**config.mk**
```make
export PLATFORM = sky130hd
export DESIGN_NAME = instr_fetch_flat
export DESIGN_NICKNAME = d
export VERILOG_FILES = /design/src/rtl/instr_fetch_pkg.sv /design/src/rtl/instr_fetch_if.sv /design/src/rtl/instr_fetch_next_pc_sel.sv /design/src/rtl/instr_fetch.sv /design/src/flat_wrapper.sv
export SDC_FILE = /design/constraint.sdc
export NUM_CORES = 1
export LEC_CHECK = 0
export CAP_MARGIN = 20
export CORE_MARGIN = 3
export CORE_UTILIZATION = 25
export DETAILED_ROUTE_END_ITERATION = 7
export HOLD_SLACK_MARGIN = 0.06
export MAX_ROUTING_LAYER = met4
export PLACE_DENSITY = 0.48
export SYNTH_ARGS = -nofsm -noshare
export SYNTH_HDL_FRONTEND = slang
export SYNTH_SLANG_ARGS = --single-unit
```
**constraint.sdc**
```tcl
create_clock -name clk -period 5.5 [get_ports clk]
set_clock_uncertainty 0.05 [all_clocks]
set_input_delay 1.1 -clock clk [delete_from_list [all_inputs] [get_ports clk]]
set_output_delay 1.1 -clock clk [all_outputs]
set_load 0.05 [all_outputs]
```
**src/rtl/instr_fetch_pkg.sv**
```systemverilog
// rtl/instr_fetch_pkg.sv - opcode constants, fetch FSM encoding and reset NOP word
package instr_fetch_pkg;

  localparam logic [5:0] OP_R    = 6'b000000;
  localparam logic [5:0] OP_LW   = 6'b100011;
  localparam logic [5:0] OP_SW   = 6'b101011;
  localparam logic [5:0] OP_ADDI = 6'b001000;
  localparam logic [5:0] OP_ANDI = 6'b001100;
  localparam logic [5:0] OP_ORI  = 6'b001101;
  localparam logic [5:0] OP_BEQ  = 6'b000100;
  localparam logic [5:0] OP_J    = 6'b000010;
  localparam logic [5:0] OP_IDLE = 6'b111111;

  // Word held in the instruction register out of reset so the controller idles.
  localparam logic [31:0] NOP_WORD = {OP_IDLE, 26'd0};

  typedef enum logic [1:0] {
    ST_IDLE = 2'd0,
    ST_REQ  = 2'd1,
    ST_HOLD = 2'd2,
    ST_HALT = 2'd3
  } fetch_state_e;

  function automatic logic is_idle_op(input logic [31:0] word);
    return word[31:26] == OP_IDLE;
  endfunction

endpackage

```
**src/rtl/instr_fetch_if.sv**
```systemverilog
// rtl/instr_fetch_if.sv - instruction memory port and decode handshake bundle
interface instr_fetch_if #(
  parameter int ADDR_W = 32
);

  logic              imem_req;
  logic [ADDR_W-1:0] imem_addr;
  logic [31:0]       imem_rdata;
  logic              imem_ready;
  logic [31:0]       instruction;
  logic              instr_valid;
  logic              instr_ready;
  logic              jump;
  logic              branch_taken;

  modport master (
    output imem_req,
    output imem_addr,
    input  imem_rdata,
    input  imem_ready,
    output instruction,
    output instr_valid,
    input  instr_ready,
    input  jump,
    input  branch_taken
  );

  modport slave (
    input  imem_req,
    input  imem_addr,
    output imem_rdata,
    output imem_ready,
    input  instruction,
    input  instr_valid,
    output instr_ready,
    output jump,
    output branch_taken
  );

endinterface

```
**src/rtl/instr_fetch_next_pc_sel.sv**
```systemverilog
// rtl/instr_fetch_next_pc_sel.sv - next PC select: jump over taken branch over sequential
module next_pc_sel
  import instr_fetch_pkg::*;
#(
  parameter int ADDR_W = 32
) (
  input  logic [ADDR_W-1:0] pc_plus4,
  input  logic [31:0]       instruction,
  input  logic              jump,
  input  logic              branch_taken,
  output logic [ADDR_W-1:0] next_pc
);

  logic [ADDR_W-1:0] jump_target;
  logic [ADDR_W-1:0] branch_offset;
  logic [ADDR_W-1:0] branch_target;
  logic              unused_opcode;

  // Jump keeps the upper region of the sequential PC and replaces the rest.
  assign jump_target   = {pc_plus4[ADDR_W-1:28], instruction[25:0], 2'b00};
  assign branch_offset = {{(ADDR_W-18){instruction[15]}}, instruction[15:0], 2'b00};
  assign branch_target = pc_plus4 + branch_offset;
  assign unused_opcode = ^instruction[31:26];

  always_comb begin
    next_pc = pc_plus4;
    if (jump) begin
      next_pc = jump_target;
    end else if (branch_taken) begin
      next_pc = branch_target;
    end
  end

endmodule

```
**src/rtl/instr_fetch.sv**
```systemverilog
// rtl/instr_fetch.sv - fetch stage: PC, instruction memory request, instruction register
module instr_fetch
  import instr_fetch_pkg::*;
#(
  parameter int              ADDR_W   = 32,
  parameter logic [ADDR_W-1:0] RESET_PC = '0
) (
  input  logic              clk,
  input  logic              reset,
  instr_fetch_if.master     bus,
  output logic [ADDR_W-1:0] pc,
  output logic [ADDR_W-1:0] pc_plus4,
  output logic              halted
);

  fetch_state_e      state_q, state_d;
  logic [ADDR_W-1:0] pc_q, pc_d;
  logic [31:0]       instr_q, instr_d;
  logic              valid_q, valid_d;
  logic              halted_q, halted_d;
  logic [ADDR_W-1:0] pc_inc;
  logic [ADDR_W-1:0] next_pc;
  logic              accept;

  assign pc_inc = pc_q + ADDR_W'(4);
  assign accept = valid_q && bus.instr_ready;

  next_pc_sel #(
    .ADDR_W(ADDR_W)
  ) u_next_pc_sel (
    .pc_plus4     (pc_inc),
    .instruction  (instr_q),
    .jump         (bus.jump),
    .branch_taken (bus.branch_taken),
    .next_pc      (next_pc)
  );

  always_comb begin
    state_d  = state_q;
    pc_d     = pc_q;
    instr_d  = instr_q;
    valid_d  = valid_q;
    halted_d = halted_q;
    case (state_q)
      ST_IDLE: begin
        state_d = ST_REQ;
      end
      ST_REQ: begin
        if (bus.imem_ready) begin
          instr_d = bus.imem_rdata;
          valid_d = 1'b1;
          state_d = ST_HOLD;
        end
      end
      ST_HOLD: begin
        // jump/branch_taken only matter on the accept edge.
        if (accept) begin
          valid_d = 1'b0;
          if (is_idle_op(instr_q)) begin
            state_d  = ST_HALT;
            halted_d = 1'b1;
          end else begin
            state_d = ST_REQ;
            pc_d    = next_pc;
          end
        end
      end
      ST_HALT: begin
        state_d = ST_HALT;
      end
      default: begin
        state_d = ST_IDLE;
      end
    endcase
  end

  always_ff @(posedge clk or negedge reset) begin
    if (!reset) begin
      state_q  <= ST_IDLE;
      pc_q     <= RESET_PC;
      instr_q  <= NOP_WORD;
      valid_q  <= 1'b0;
      halted_q <= 1'b0;
    end else begin
      state_q  <= state_d;
      pc_q     <= pc_d;
      instr_q  <= instr_d;
      valid_q  <= valid_d;
      halted_q <= halted_d;
    end
  end

  // Request is a pure decode of the state so reset drops it without a clock.
  assign bus.imem_req    = (state_q == ST_REQ);
  assign bus.imem_addr   = pc_q;
  assign bus.instruction = instr_q;
  assign bus.instr_valid = valid_q;
  assign pc              = pc_q;
  assign pc_plus4        = pc_inc;
  assign halted          = halted_q;

endmodule

```
**src/flat_wrapper.sv**
```systemverilog
// flat-port wrapper written by rule: the top's interface ports become plain ports
module instr_fetch_flat import instr_fetch_pkg::*;
#(
  parameter int              ADDR_W   = 32,
  parameter logic [ADDR_W-1:0] RESET_PC = '0
)
  (clk, reset, pc, pc_plus4, halted, bus_imem_req, bus_imem_addr, bus_imem_rdata, bus_imem_ready, bus_instruction, bus_instr_valid, bus_instr_ready, bus_jump, bus_branch_taken);
  instr_fetch_if #(.ADDR_W(ADDR_W)) bus_i ();
  input  logic clk;
  input  logic reset;
  output logic [ADDR_W-1:0] pc;
  output logic [ADDR_W-1:0] pc_plus4;
  output logic halted;
  output wire logic [$bits(bus_i.imem_req)-1:0] bus_imem_req;
  output wire logic [$bits(bus_i.imem_addr)-1:0] bus_imem_addr;
  input wire logic [$bits(bus_i.imem_rdata)-1:0] bus_imem_rdata;
  input wire logic [$bits(bus_i.imem_ready)-1:0] bus_imem_ready;
  output wire logic [$bits(bus_i.instruction)-1:0] bus_instruction;
  output wire logic [$bits(bus_i.instr_valid)-1:0] bus_instr_valid;
  input wire logic [$bits(bus_i.instr_ready)-1:0] bus_instr_ready;
  input wire logic [$bits(bus_i.jump)-1:0] bus_jump;
  input wire logic [$bits(bus_i.branch_taken)-1:0] bus_branch_taken;
  assign bus_imem_req = bus_i.imem_req;
  assign bus_imem_addr = bus_i.imem_addr;
  assign bus_i.imem_rdata = bus_imem_rdata;
  assign bus_i.imem_ready = bus_imem_ready;
  assign bus_instruction = bus_i.instruction;
  assign bus_instr_valid = bus_i.instr_valid;
  assign bus_i.instr_ready = bus_instr_ready;
  assign bus_i.jump = bus_jump;
  assign bus_i.branch_taken = bus_branch_taken;
  instr_fetch #(.ADDR_W(ADDR_W), .RESET_PC(RESET_PC)) u_core (.clk(clk), .reset(reset), .bus(bus_i), .pc(pc), .pc_plus4(pc_plus4), .halted(halted));
endmodule
```
==> results.py, run 1 <==
metrics = {
    "outcome": {
        "status": "finished clean",
    },
    "grt": {
        "antenna_found_initial": 1,
        "grt_max_degree": 67,
        "grtUsageTotal_pct": 16.0,
        "grt_overflow": 0,
        "grt_first_pass_wirelength_um": 29700,
        "grt_pass1_vias": 5138,
    },
    "placement": {
        "hpwlAfterDp_um": 14700,
        "io_buffers": 162,
        "gp_congestion": 0.849,
        "dpl_worst_slack_ps": 1230,
    },
    "layout": {
        "area_growth_pct": 35.6,
        "regArea_um2": 1660,
        "multiInputGateArea_um2": 3610,
        "layout-drive-gt1-share_pct": 11.7,
        "nets": 841,
        "fillerInstances": 2323,
    },
    "worst_setup_path": {
        "cp.required_ps": 4350,
        "cp-end-kind": "output port",
        "criticalPathCategory": "register to output port",
        "cp_max_fo": 5,
        "path_delay_family": "simple AND/OR/NAND/NOR gates",
        "arrival_ps": 3470,
        "crit_chain": "ha_1, nand2_1, nor4_2, and4_1, and3_1, xor2_1, clkdlybuf4s50_1",
        "slowest_stage": "clkdlybuf4s50_1",
        "cp_num_buf_inv": 1,
        "startpoint_type": "register",
        "critical-path-max-stage-delay_ps": 840,
        "r2r_slack_ps": 1360,
    },
    "detailed_routing": {
        "drt-vias-per-instance": 4.90,
        "wire_per_inst_um": 18.3,
        "route.detailed.drc": 0,
        "drt_wl_total_um": 19300,
        "dr.first_iter.drc_count": 276,
        "firstDrtPassIters": 4,
        "via_count": 5154,
        "ant_nets": 0,
    },
    "clocking": {
        "path_clk_slew_ps": 60,
        "hold_buffers": 0,
        "clk_path_buf_depth": 2,
        "htreeDepth": 3,
        "cts_root_buffer": "clkbuf_16",
        "cts_buffers": 9,
        "post_cts_buffers": 0,
        "clock_latency_ps": 340,
        "cts-resized-gates": 0,
        "clock_sinks": 66,
        "tritoncts": "yes",
    },
    "timing": {
        "fin_crit_sh_pct": 84.1,
        "max_slew.worst_pin.slew_ps": 947,
        "finalCriticalPeriod_ps": 4620,
        "fmax_mhz": 216,
        "setup_violations": 0,
        "worst_slack_ps": 877,
        "slew_viol_final": 0,
        "rsz0062_at_grt": "no",
        "timing.hold.ws_ps": 431,
        "slew-limit-headroom_pct": 36.9,
        "finalSetupTns_ps": 0,
        "hold_violations": 0,
    },
    "flow_run": {
        "drv_cap": 0,
    },
    "synthesis": {
        "yosys_warnings": 0,
        "synth-seq-cells": 66,
        "syn_area_per_cell_um2": 8.79,
        "synth_edf_count": 0,
        "netlist_instances": 643,
        "async_flop_share_pct": 100,
        "yosysUniqueCellTypes": 72,
        "netlist_area_um2": 5650,
        "synth-seq-area-share_pct": 29.4,
        "synthFlopType": "dfrtp_1",
    },
    "floorplanning": {
        "rows": 54,
        "initial_utilization_pct": 25.7,
        "dieHeight_um": 156,
        "core_um2": 22000,
        "fp.dieW_um": 156,
        "num_io_pins": 169,
        "die_area_um2": 24400,
    },
    "hold_path": {
        "hold_path.class": "register to register",
    },
}
-- layer usage --
layer	vias to the layer above	wire [um]	track usage [%]
met1	2472	9310	22.2
met5	-	0	-
met3	12	1070	3.60
li1	2550	-	-
met4	0	187	2.96
met2	120	8700	24.1
-- cell usage in the layout, fill, tap and decap left out, drive strengths merged, types with 19 or more instances in the layout --
| cell type | count |
|---|---|
| clkdlybuf4s50 | 161 |
| nand2 | 66 |
| dfrtp | 60 |
| nor2 | 48 |
| a21oi | 47 |
| o21ai | 45 |
| ha | 36 |
| mux2 | 34 |
| xnor2 | 32 |
| nand3 | 23 |
| a21o | 19 |
-- synth_stat cells (all sizes together), types with 3 or more instances --
cell type | count | area (um^2)
a211oi | 11 | 97.6
a21o | 19 | 143
a21oi | 47 | 235
a22oi | 8 | 60.1
a31oi | 6 | 37.5
and3 | 10 | 62.6
and4 | 3 | 26.3
buf | 39 | 284
clkbuf | 23 | 86.3
dfrtp | 60 | 1500
dfstp | 6 | 158
ha | 36 | 450
inv | 12 | 45.0
mux2 | 34 | 383
mux2i | 3 | 30.0
nand2 | 66 | 253
nand2b | 3 | 18.8
nand3 | 23 | 125
nand3b | 3 | 22.5
nand4 | 10 | 83.8
nor2 | 48 | 190
nor2b | 6 | 37.5
nor3 | 7 | 40.0
nor4 | 4 | 61.3
o211ai | 4 | 30.0
o21a | 5 | 37.5
o21ai | 45 | 225
o21bai | 5 | 48.8
o221ai | 9 | 85.1
o22ai | 4 | 25.0
o31ai | 6 | 55.1
or3 | 5 | 31.3
xnor2 | 32 | 295
xor2 | 18 | 158
-- layout make-up --
class / instances / share of cell area (%)
Multi-Input combinational cell: 508 / 47.1
Antenna cell: 1 / 0.0327
Inverter: 12 / 0.588
Clock buffer: 10 / 3.12
Clock inverter: 6 / 1.18
Sequential cell: 66 / 21.6
Tap cell: 280 / 4.57
Timing Repair Buffer: 169 / 21.8
-- path summary, 6_finish.rpt --
kind,from,endpoint,cells after the start
max,u_core.bus.imem_addr[2]$_DFFE_PN0P_,pc_plus4[30],7
min,u_core.halted$_DFFE_PN0P_,u_core.halted$_DFFE_PN0P_,1
max reg2reg,u_core.bus.imem_addr[5]$_DFFE_PN0P_,u_core.bus.imem_addr[31]$_DFFE_PN0P_,12
min reg2reg,u_core.halted$_DFFE_PN0P_,u_core.halted$_DFFE_PN0P_,1
max in group asynchronous,reset,u_core.bus.imem_addr[2]$_DFFE_PN0P_,1
min in group asynchronous,reset,u_core.bus.imem_addr[31]$_DFFE_PN0P_,1
-- flip-flops by register name, indices dropped and copies added, names as in the netlist --
name	flops
u_core.bus.imem_addr	30
u_core.bus.instr_valid	1
u_core.bus.instruction	32
u_core.halted	1
u_core.state_q	2
-- kinds of logic after synthesis --
| kind of cell | share of synthesized area [%] |
|---|---|
| xor+xnor | 8.02 |
| simple gates | 17.3 |
| compound gates | 22.3 |
| flops | 29.4 |
| fa+ha+maj | 8.33 |
| other cells | 0.0664 |
| buf+inv | 7.35 |
| mux | 7.31 |
-- stage by stage --
stage	util, %	instances	cell area [um^2]
after detailed placement	33.3	1035	7330
after global placement	33.3	1035	7330
after global routing	34.8	1052	7660
after floorplan	-	648	5670
after CTS	34.8	1051	7660
final	34.8	1052	7660
Power of run 1 is left out: the tool's default activity adds up to more than one toggle a clock period on the data nets, which glitch-free logic cannot reach.
==> run 2: changes to the inputs <==
--- a/config.mk
+++ b/config.mk
@@ -11,7 +11,7 @@
 export DETAILED_ROUTE_END_ITERATION = 7
 export HOLD_SLACK_MARGIN = 0.06
 export MAX_ROUTING_LAYER = met4
-export PLACE_DENSITY = 0.48
+export PLACE_DENSITY = 0.5
 export SYNTH_ARGS = -nofsm -noshare
 export SYNTH_HDL_FRONTEND = slang
 export SYNTH_SLANG_ARGS = --single-unit
==> constraint.sdc (replaced) <==
create_clock -name clk -period 4.2 [get_ports clk]
set_clock_uncertainty 0.05 [all_clocks]
set_input_delay 0.84 -clock clk [delete_from_list [all_inputs] [get_ports clk]]
set_output_delay 0.84 -clock clk [all_outputs]
set_load 0.05 [all_outputs]
==> run 2 against run 1 <==
Clock-buffer cell count did not move. Critical path depth did not move. Cell count up 1.1%. Via count increased by 1.9%. Setup slack worse by 720 ps. Register-to-register slack got worse by 1100 ps. Sequential share of layout area decreased by 0.57 points. Wire length grew 2.2%. Critical endpoint is now pc_plus4[26].
==> results.py, run 2 (synthesis gave the netlist of run 1 again) <==
metrics = {
    "outcome": {
        "status": "finished clean",
    },
    "timing": {
        "fmax_mhz": 248,
        "slew-limit-headroom_pct": 35.8,
        "finalCriticalPeriod_ps": 4040,
        "fin_crit_sh_pct": 96.2,
        "hold_violations": 0,
        "setup_violations": 0,
        "max_slew.worst_pin.slew_ps": 962,
        "slew_viol_final": 0,
        "finalSetupTns_ps": 0,
    },
    "grt": {
        "grtUsageMet2_pct": 24.5,
        "grt-busiest-layer": "met2",
        "grt_pass1_vias": 5318,
        "grtUsageTotal_pct": 16.5,
        "grt_max_degree": 67,
        "grt_overflow": 0,
        "antenna_found_initial": 0,
        "grt_first_pass_wirelength_um": 30500,
        "grt_util_met1_pct": 23.0,
        "use_met3_pct": 2.79,
    },
    "worst_setup_path": {
        "arrival_ps": 3150,
        "crit_chain": "ha_1, nand2_1, nor4_2, buf_4, and4_1, xor2_1, clkdlybuf4s50_1",
        "slowest_stage": "clkdlybuf4s50_1",
        "path_delay_family": "buffers and inverters",
        "worstRegToRegCells": 15,
        "startpoint_type": "register",
        "critical-path-max-stage-delay_ps": 870,
        "worstReg2RegEnd": "u_core.bus.imem_addr[31]$_DFFE_PN0P_",
        "criticalPathCategory": "register to output port",
        "r2r_slack_ps": 260,
        "cp-end-kind": "output port",
        "rr_startpoint": "u_core.bus.imem_addr[2]$_DFFE_PN0P_",
        "cp.required_ps": 3310,
        "cp_max_fo": 5,
        "cp_num_buf_inv": 2,
    },
    "floorplanning": {
        "die_area_um2": 24400,
        "initial_utilization_pct": 25.7,
        "fp.dieW_um": 156,
        "rows": 54,
        "num_io_pins": 169,
        "core_um2": 22000,
        "dieHeight_um": 156,
    },
    "layout": {
        "multiInputGateArea_um2": 3730,
        "fillerInstances": 2315,
        "num_antenna_cells": 0,
        "largest_register_ffs": 32,
        "regArea_um2": 1670,
        "mostFrequentLayoutCells": "clkdlybuf4s50_1 (157), nand2_1 (64), dfrtp_1 (48)",
        "nets": 854,
        "layout_commonest_cell": "clkdlybuf4s50_1",
        "layout-drive-gt1-share_pct": 17.0,
        "area_growth_pct": 40.6,
    },
    "hold_path": {
        "hold_path.class": "register to register",
        "hold_end": "u_core.halted$_DFFE_PN0P_",
        "min_path_cells": 1,
        "holdCritStartpoint": "u_core.halted$_DFFE_PN0P_",
    },
    "clocking": {
        "clk_path_buf_depth": 2,
        "path_clk_slew_ps": 60,
        "cts_root_buffer": "clkbuf_16",
        "tritoncts": "yes",
        "cts_buffers": 9,
        "htreeDepth": 3,
        "clock_latency_ps": 340,
        "clock_sinks": 66,
    },
    "placement": {
        "io_buffers": 162,
        "gp_congestion": 0.864,
        "hpwlAfterDp_um": 14900,
    },
    "detailed_routing": {
        "route.detailed.drc": 0,
        "drt-vias-per-instance": 4.93,
        "dr.first_iter.drc_count": 284,
        "via_count": 5250,
        "drt_wl_total_um": 19700,
        "wire_per_inst_um": 18.5,
        "firstDrtPassIters": 5,
        "ant_nets": 0,
    },
    "flow_run": {
        "drv_cap": 0,
    },
}
==> run 2: cell types whose count changed in the layout (fill, tap and decap cells not counted), sizes merged <==
cell / previous run / this run
dlymetal6s2s: 0 / 2
clkinv: 3 / 0
inv: 12 / 13
buf: 8 / 23
clkdlybuf4s50: 161 / 157
diode: 1 / 0
bufinv: 2 / 4
==> run 2: how the worst max path moves through the flow <==
stage          slack, ps  depth (start not counted)                           startpoint                                   end
6_report             160                          7  u_core.bus.imem_addr[2]$_DFFE_PN0P_                          pc_plus4[26]
5_1_grt              -40                         15  u_core.bus.imem_addr[2]$_DFFE_PN0P_  u_core.bus.imem_addr[31]$_DFFE_PN0P_
4_1_cts              140                          7  u_core.bus.imem_addr[4]$_DFFE_PN0P_                          pc_plus4[29]
3_5_place_dp         300                         15  u_core.bus.imem_addr[3]$_DFFE_PN0P_  u_core.bus.imem_addr[31]$_DFFE_PN0P_
3_3_place_gp         330                         15  u_core.bus.imem_addr[3]$_DFFE_PN0P_  u_core.bus.imem_addr[31]$_DFFE_PN0P_
2_1_floorplan        0.8                         15  u_core.bus.imem_addr[8]$_DFFE_PN0P_  u_core.bus.imem_addr[31]$_DFFE_PN0P_
==> run 2: per-layer routing <==
metal	part of all wire, %	vias to the layer above
li1	-	2575
met1	49	2504
met2	45	154
met3	4.8	17
met4	1.3	0
met5	0	-
==> run 2: final cells by class <==
type / count / share of cell area (%)
clock buffer: 10 / 3.01
clock inverter: 6 / 1.72
inverter: 12 / 0.567
multi-input combinational: 508 / 46.9
sequential: 66 / 21.1
tap: 280 / 4.41
timing repair buffer: 182 / 22.3
==> run 2: what timing repair did <==
| action | in CTS | in global routing |
|---|---|---|
| gates resized for setup | 0 | 4 |
| buffers inserted | 0 | 1 |
| endpoints found under the hold margin | 0 | 0 |
| hold buffers | 0 | 0 |
| setup endpoints to repair | 0 | 4 |
==> run 2: stage by stage <==
stage | util (%) | cells | hold WS (ps) | setup slack [ps] | instance area, um^2
after detailed placement | 34.3 | 1047 | 420 | 298 | 7550
after global routing | 36.1 | 1064 | 451 | -42.9 | 7940
after CTS | 36.0 | 1063 | 438 | 144 | 7920
after global placement | 34.3 | 1047 | 398 | 335 | 7550
final | 36.1 | 1064 | 426 | 160 | 7940
after floorplan | - | 648 | 447 | 0.795 | 5800
Power of run 2 is left out for the same reason.
